### config.mk
export PLATFORM = sky130hd
export DESIGN_NAME = avalon_read_master
export DESIGN_NICKNAME = d
export VERILOG_FILES = /design/src/rtl/avalon_read_master.sv
export SDC_FILE = /design/constraint.sdc
export NUM_CORES = 1
export LEC_CHECK = 0
export BUFFER_PORTS_ARGS = -buffer_cell sky130_fd_sc_hd__buf_2
export CAP_MARGIN = 20
export CORE_MARGIN = 2
export CORE_UTILIZATION = 35
export DETAILED_ROUTE_END_ITERATION = 8
export PLACE_DENSITY = 0.6
export SYNTH_ARGS = -nofsm -noshare
export SYNTH_HDL_FRONTEND = slang
export SYNTH_SLANG_ARGS = --single-unit
### constraint.sdc
create_clock -name clk -period 12.53 [get_ports clk]
set_input_delay 0 -clock clk [delete_from_list [all_inputs] [get_ports clk]]
set_output_delay 0 -clock clk [all_outputs]
set_load 0.05 [all_outputs]
### src/rtl/avalon_read_master.sv
// avalon_read_master: issues single-word Avalon-MM pipelined reads into a show-ahead FIFO
module avalon_read_master #(
  parameter int ADDRESSWIDTH    = 28,
  parameter int DATAWIDTH       = 32,
  parameter int BYTEENABLEWIDTH = 4,
  parameter int FIFODEPTH       = 32,
  parameter int FIFODEPTHLOG2   = 5
) (
  input  logic                       clk,
  input  logic                       reset,
  input  logic                       control_fixed_location,
  input  logic [ADDRESSWIDTH-1:0]    control_read_base,
  input  logic [ADDRESSWIDTH-1:0]    control_read_length,
  input  logic                       control_go,
  output logic                       control_done,
  input  logic                       user_read_buffer,
  output logic [DATAWIDTH-1:0]       user_buffer_output_data,
  output logic                       user_data_available,
  output logic [ADDRESSWIDTH-1:0]    master_address,
  output logic                       master_read,
  output logic [BYTEENABLEWIDTH-1:0] master_byteenable,
  input  logic [DATAWIDTH-1:0]       master_readdata,
  input  logic                       master_readdatavalid,
  input  logic                       master_waitrequest
);
  typedef enum logic [1:0] {IDLE, ISSUE, DRAIN} state_t;
  localparam logic [ADDRESSWIDTH-1:0] STRIDE   = ADDRESSWIDTH'(BYTEENABLEWIDTH);
  localparam logic [ADDRESSWIDTH-1:0] LEN_MASK = ~(STRIDE - 1'b1);
  localparam int CW = FIFODEPTHLOG2 + 1;
  state_t state, state_d;
  logic [ADDRESSWIDTH-1:0] address, address_d, remaining, remaining_d, masked_len;
  logic fixed, fixed_d;
  logic [CW-1:0] outstanding, outstanding_d, wr_ptr, rd_ptr, used;
  logic [DATAWIDTH-1:0] mem [FIFODEPTH];
  logic accept, push, pop, credit;
  assign masked_len = control_read_length & LEN_MASK;
  assign used = wr_ptr - rd_ptr;
  // Reads in flight count against FIFO space, so returned beats always fit.
  assign credit = (CW+1)'(used) + (CW+1)'(outstanding) < (CW+1)'(FIFODEPTH);
  assign master_read = (state == ISSUE) && (remaining != '0) && credit;
  assign master_address = address;
  assign master_byteenable = '1;
  assign control_done = (state == IDLE);
  assign accept = master_read & ~master_waitrequest;
  assign push = master_readdatavalid & ((outstanding != '0) | accept);
  assign pop = user_read_buffer & (used != '0);
  assign user_data_available = (used != '0);
  assign user_buffer_output_data = mem[rd_ptr[FIFODEPTHLOG2-1:0]];
  always_comb begin
    state_d = state;
    address_d = address;
    remaining_d = remaining;
    fixed_d = fixed;
    outstanding_d = outstanding + CW'(accept) - CW'(push);
    if (state == IDLE && control_go) begin
      address_d = control_read_base;
      remaining_d = masked_len;
      fixed_d = control_fixed_location;
      state_d = (masked_len != '0) ? ISSUE : IDLE;
    end
    if (accept) begin
      remaining_d = remaining - STRIDE;
      address_d = fixed ? address : address + STRIDE;
      state_d = (remaining == STRIDE) ? DRAIN : ISSUE;
    end
    if (state == DRAIN && outstanding == '0) state_d = IDLE;
  end
  always_ff @(posedge clk or negedge reset) begin
    if (!reset) begin
      state <= IDLE;
      address <= '0;
      remaining <= '0;
      fixed <= 1'b0;
      outstanding <= '0;
      wr_ptr <= '0;
      rd_ptr <= '0;
    end else begin
      state <= state_d;
      address <= address_d;
      remaining <= remaining_d;
      fixed <= fixed_d;
      outstanding <= outstanding_d;
      wr_ptr <= wr_ptr + CW'(push);
      rd_ptr <= rd_ptr + CW'(pop);
    end
  end
  always_ff @(posedge clk) if (push) mem[wr_ptr[FIFODEPTHLOG2-1:0]] <= master_readdata;
endmodule

After elaboration in Yosys (flattened, before gate mapping)
Memories as Yosys holds them, arrays and structs flattened. Index checks and enable logic that the tools add are counted.

RAM bits: 1024. Memories: 1. Output and inout port bits: 67. Register bits: 77. Word-level logic and storage cells: 51. Bits of input ports: 95.

Order comparisons: 1. Add/sub/neg operators: 8. Bitwise gates (word level): 5. Reductions and logical operators: 13. Muxes and demuxes: 12. Equal/unequal tests: 4.

Memory list: mem (words 32, width 32, rd ports 1, clocked after Yosys merged registers in 0, write ports 1, line 34) `logic [DATAWIDTH-1:0] mem [FIFODEPTH];`.

Operators with widths (number): two-way mux 28 bit (5); nonzero test 28 bit (2); adder 28 x 3 -> 28 bit, second input constant (1); equality test 28 x 3 -> 1 bit, second input constant (1); subtractor 28 x 3 -> 28 bit, second input constant (1); adder 6 x 1 -> 6 bit (3); nonzero test 6 bit (2); two-way mux 2 bit (4); adder 6 x 6 -> 7 bit (1); less-than comparator 7 x 6 -> 1 bit, second input constant (1); zero test 6 bit (1); subtractor 6 x 1 -> 6 bit (1); subtractor 6 bit (1); logical AND 1 bit (4); AND 1 bit (3); two-way mux 1 bit (3); nonzero test 3 bit (1); equality test 2 x 1 -> 1 bit, second input constant (1); equality test 2 bit, second input constant (1); zero test 2 bit (1); != test 2 bit, second input constant (1); AND reduction 2 bit (1); nonzero test 2 bit (1); inverter 1 bit (1); bitwise OR 1 bit (1).

Logic depth before layout (Yosys ltp)
Word-level depth: 9. Mapped depth: 24. Gate-level depth less buffers: 21.

Worst setup path after synthesis
No wires, ideal clock.

Kind: reg2reg. From: register rd_ptr[1]. To: memory mem[2][0] (enable). Arrival: 7.067 ns. Library setup time: 0.502 ns. Path slack: 4.961 ns. Required time: 12.028 ns. Stages on the path, launching flop included: 16. Cell sequence: dfrtp_1 > clkbuf_1 > clkbuf_1 > buf_1 > inv_1 > ha_1 > nor2b_1 > o21a_1 > o2111a_1 > a211o_1 > ha_1 > nor4b_1 > nand4b_1 > o21ai_0 > nand3_1 > nor4_1.

Longest elaborated chain between the ends: 9.

Ends and longest elaborated chain: start, declared (line 33) `logic [CW-1:0] outstanding, outstanding_d, wr_ptr, rd_ptr, used;`; start signal, assigned (line 84) `rd_ptr <= rd_ptr + CW'(pop);`; subtractor 6 bit (line 37) `assign used = wr_ptr - rd_ptr;`; adder 6 x 6 -> 7 bit (line 39) `assign credit = (CW+1)'(used) + (CW+1)'(outstanding) < (CW+1)'(FIFODEPTH);`; less-than comparator 7 x 6 -> 1 bit (line 39); logical AND 1 bit (line 40) `assign master_read = (state == ISSUE) && (remaining != '0) && credit;`; AND 1 bit (line 44) `assign accept = master_read & ~master_waitrequest;`; bitwise OR 1 bit (line 45) `assign push = master_readdatavalid & ((outstanding != '0) | accept);`; AND 1 bit (line 45); two-way mux 1 bit (line 87) `always_ff @(posedge clk) if (push) mem[wr_ptr[FIFODEPTHLOG2-1:0]] <= master_readdata;`; two-way mux 1 bit (not written as such) (line 87); end, declared (line 34).

No other way between the ends.

Worst setup path in the final report
From: register rd_ptr[1]. To: memory mem[28][2] (enable).

Same word-level chain as after synthesis.

==> flow_metrics.py <==
metrics = {
    "timing": {
        "timing.final.crit_share": 0.540,
        "setup_total_negative_slack_ns": 0,
        "worst_clock_skew_ns": 0.0564,
        "hold_violations_final": 0,
        "achievable-frequency_mhz": 148,
        "final_period_minus_worst_setup_slack_ns": 6.77,
        "setup_repair_after_global_routing_missed_its_margin": "no",
        "setup_violations": 0,
        "worst_slack_ns": 5.76,
        "worst_slew_pin_slew_ns": 1.29,
        "timing.final.max_slew_violations": 0,
        "timing.max_slew.rel_slack": 0.142,
    },
    "global_route": {
        "first_global_vias": 23000,
        "grt_first_pass_wirelength_mm": 152,
        "grt_remaining_overflow": 0,
        "grt_antenna_before_repair": 3,
        "groute.usage.overall": 0.162,
        "grt_start_max_net_pins": 147,
    },
    "synth": {
        "yosys.cell_types.count": 66,
        "netlist_area_mm2": 0.0436,
        "top_cell_type_s_share_of_synthesized_area": 0.705,
        "synth.largest_area_cell": "edfxtp_1",
        "ys_seq_elements": 1099,
        "synth_area_leaders": "edfxtp_1 (71%), mux4_2 (17%), dfrtp_1 (4.3%)",
        "dominantRegCellSynth": "edfxtp_1",
        "synth-async-reset-ratio": 0.0682,
        "average_cell_area_after_synthesis_um2": 20.8,
        "syn-instance-count": 2096,
        "seq_area_frac_synth": 0.749,
        "synth_enable_flop_cells": 1024,
        "synthesis.yosys.warnings": 0,
    },
    "worst_setup_path": {
        "cp_max_fo": 52,
        "worst_r2r_startpoint": "rd_ptr[1]$_DFF_PN0_",
        "setup.worst_path.start": "rd_ptr[1]$_DFF_PN0_",
        "worst_path_max_delay_cell": "dfrtp_4",
        "worstSetupStartpointType": "register",
        "critPathTopFamily": "simple AND/OR/NAND/NOR gates",
        "cp.required_ns": 12.88,
        "worst-setup-path-type": "register to register",
        "critical_path.most_common_cell": "ha_1",
        "worst-path-buf-inv": 2,
        "end_kind": "register",
        "worst-endpoint-arrival_ns": 7.12,
        "crit_chain": "inv_1, ha_1, nor2b_1, o21a_1, o2111a_1, a211o_1, ha_1, nor4b_1, nand4b_1, o21ai_0, nand3_1, nor2_4, buf_4",
        "slowest_delay_ns": 0.97,
    },
    "clock_network": {
        "clock-root-buffer": "clkbuf_16",
        "cts_tree": "built",
        "cts-buffers-inserted": 110,
        "postCtsSetupRepairBufs": 0,
        "clockBufferDepth": 3,
        "clock_latency_on_the_worst_skew_pair_ns": 0.70,
        "clk_pin_slew_worst_paths_ns": 0.06,
        "htree_levels": 3,
        "clock-sinks": 1099,
        "cts-hold-fix-buffers": 101,
        "post_cts.resized_instances": 0,
    },
    "hold_path": {
        "worst_hold_startpoint": "master_waitrequest",
        "hold_path_class": "input pin to register",
    },
    "layout": {
        "post_route_cells_drive_above_1_share": 0.289,
        "nets": 2524,
        "mostFrequentLayoutCell": "edfxtp_1",
        "final_cell_mix": "edfxtp_1 (1024), mux4_2 (320), nand2_1 (165)",
        "regArea_mm2": 0.0326,
        "area_growth_syn_to_layout_pct": 17.1,
        "n_fill_cell": 10800,
        "area_of_the_multi_input_gates_mm2": 0.0106,
        "finalInstanceArea_mm2": 0.0510,
    },
    "detailed_routing": {
        "routed_wl_mm": 103,
        "drt_iter0_drc": 2391,
        "drc": 0,
        "final_antenna_net_count": 0,
        "num_vias": 22100,
        "firstDrtPassIters": 6,
        "via_per_inst": 5.36,
        "wl_per_cell_um": 25.0,
    },
    "outcome": {
        "run_status": "finished, final reports clean",
    },
    "floorplanning": {
        "design.die.area_mm2": 0.127,
        "row_count": 129,
        "floorplan.io_pins": 162,
        "die-height_um": 357,
        "fp.coreArea_mm2": 0.124,
        "floorplan.initialDensity": 0.353,
        "die_w_um": 357,
    },
    "placement": {
        "port-buffer-count": 155,
        "finalWeightedCongestion": 0.807,
        "post-place-ws_ns": 5.66,
        "post_dp_cell_area_mm2": 0.0465,
        "dpl.hpwl_mm": 55.4,
    },
    "power_and_ir_drop": {
        "power_density_mw_per_mm2": 229,
        "max-vdd-ir-drop_mv": 0.188,
        "p_leak_uw": 0.0165,
    },
    "run": {
        "max-cap-violations": 0,
    },
}
[Yosys cell counts (17+ instances only)]
library cell  count
inv_1            22
nor2_1           52
ha_1             25
dfrtp_1          75
nor3_1           18
clkbuf_1         58
nand3_1          33
a21oi_1          40
o211ai_1         17
nand2_1         165
buf_1            39
mux4_2          320
edfxtp_1       1024
[routing by layer]
layer  track usage  wire (µm)  up-vias
li1              -          -     9341
met1         0.218      43300    11800
met2         0.275      51900      745
met3        0.0226       5400      196
met4        0.0472       2550        0
met5             0          0        -
[worst register-to-register path: cells and delay by family, from the launching register on]
| kind | cells | cell delay [ns] |
|---|---|---|
| and+or+nand+nor | 5 | 2.67 |
| DFF | 1 | 0.97 |
| buffers and inverters | 2 | 0.71 |
| AOI/OAI and AO/OA | 4 | 1.50 |
| adders and majority gates | 2 | 0.61 |
[layout make-up]
| cell class | count | area share |
|---|---|---|
| Inverter | 23 | 0.00174 |
| Clock inverter | 59 | 0.00880 |
| Multi-Input combinational cell | 862 | 0.208 |
| Clock buffer | 143 | 0.0570 |
| Sequential cell | 1099 | 0.640 |
| Timing Repair Buffer | 306 | 0.0443 |
| Antenna cell | 1 | 0.0000490 |
| Tap cell | 1637 | 0.0401 |
[path summary, 6_finish.rpt]
check	endpoint	slack, ns	cells past startpoint
min reg2reg	master_address[0]$_DFFE_PN0P_	0.48	2
max reg2reg	mem[28][2]$_DFFE_PP_	5.76	13
max	mem[28][2]$_DFFE_PP_	5.76	13
min in group asynchronous	master_address[11]$_DFFE_PN0P_	0.27	3
min	master_address[15]$_DFFE_PN0P_	0.07	6
max in group asynchronous	remaining[6]$_DFFE_PN0P_	11.67	4
[through the flow]
step | hold WS, ns | total power [µW] | util | std cells
after detailed placement | 0.194 | 8690 | 0.376 | 3821
after global routing | 0.0996 | 12200 | 0.413 | 4130
after floorplan | -0.296 | 7510 | - | 2099
final | 0.0689 | 11700 | 0.413 | 4130
after CTS | 0.00140 | 11800 | 0.412 | 4124
after global placement | 0.207 | 8620 | 0.376 | 3820
[cells by family after synthesis]
family,synth area share
buf+inv,0.0133
simple gates,0.0368
flops,0.749
mux,0.167
xor+xnor,0.00322
fa+ha+maj,0.00810
other cells,0.0000860
compound gates,0.0227
[sequential cells by signal, summed over array words and instances, names as in the netlist]
| signal | count |
|---|---|
| master_address | 28 |
| wr_ptr | 6 |
| rd_ptr | 6 |
| outstanding | 6 |
| remaining | 26 |
| mem | 1024 |
| fixed | 1 |
| state | 2 |
[power by group]
| part | internal (µW) | leakage [µW] | switching [µW] |
|---|---|---|---|
| clock | 1700 | 0.00165 | 1380 |
| combinational | 1640 | 0.00475 | 2340 |
| sequential | 4360 | 0.0101 | 268 |
Power figures use the tool's default switching activity.
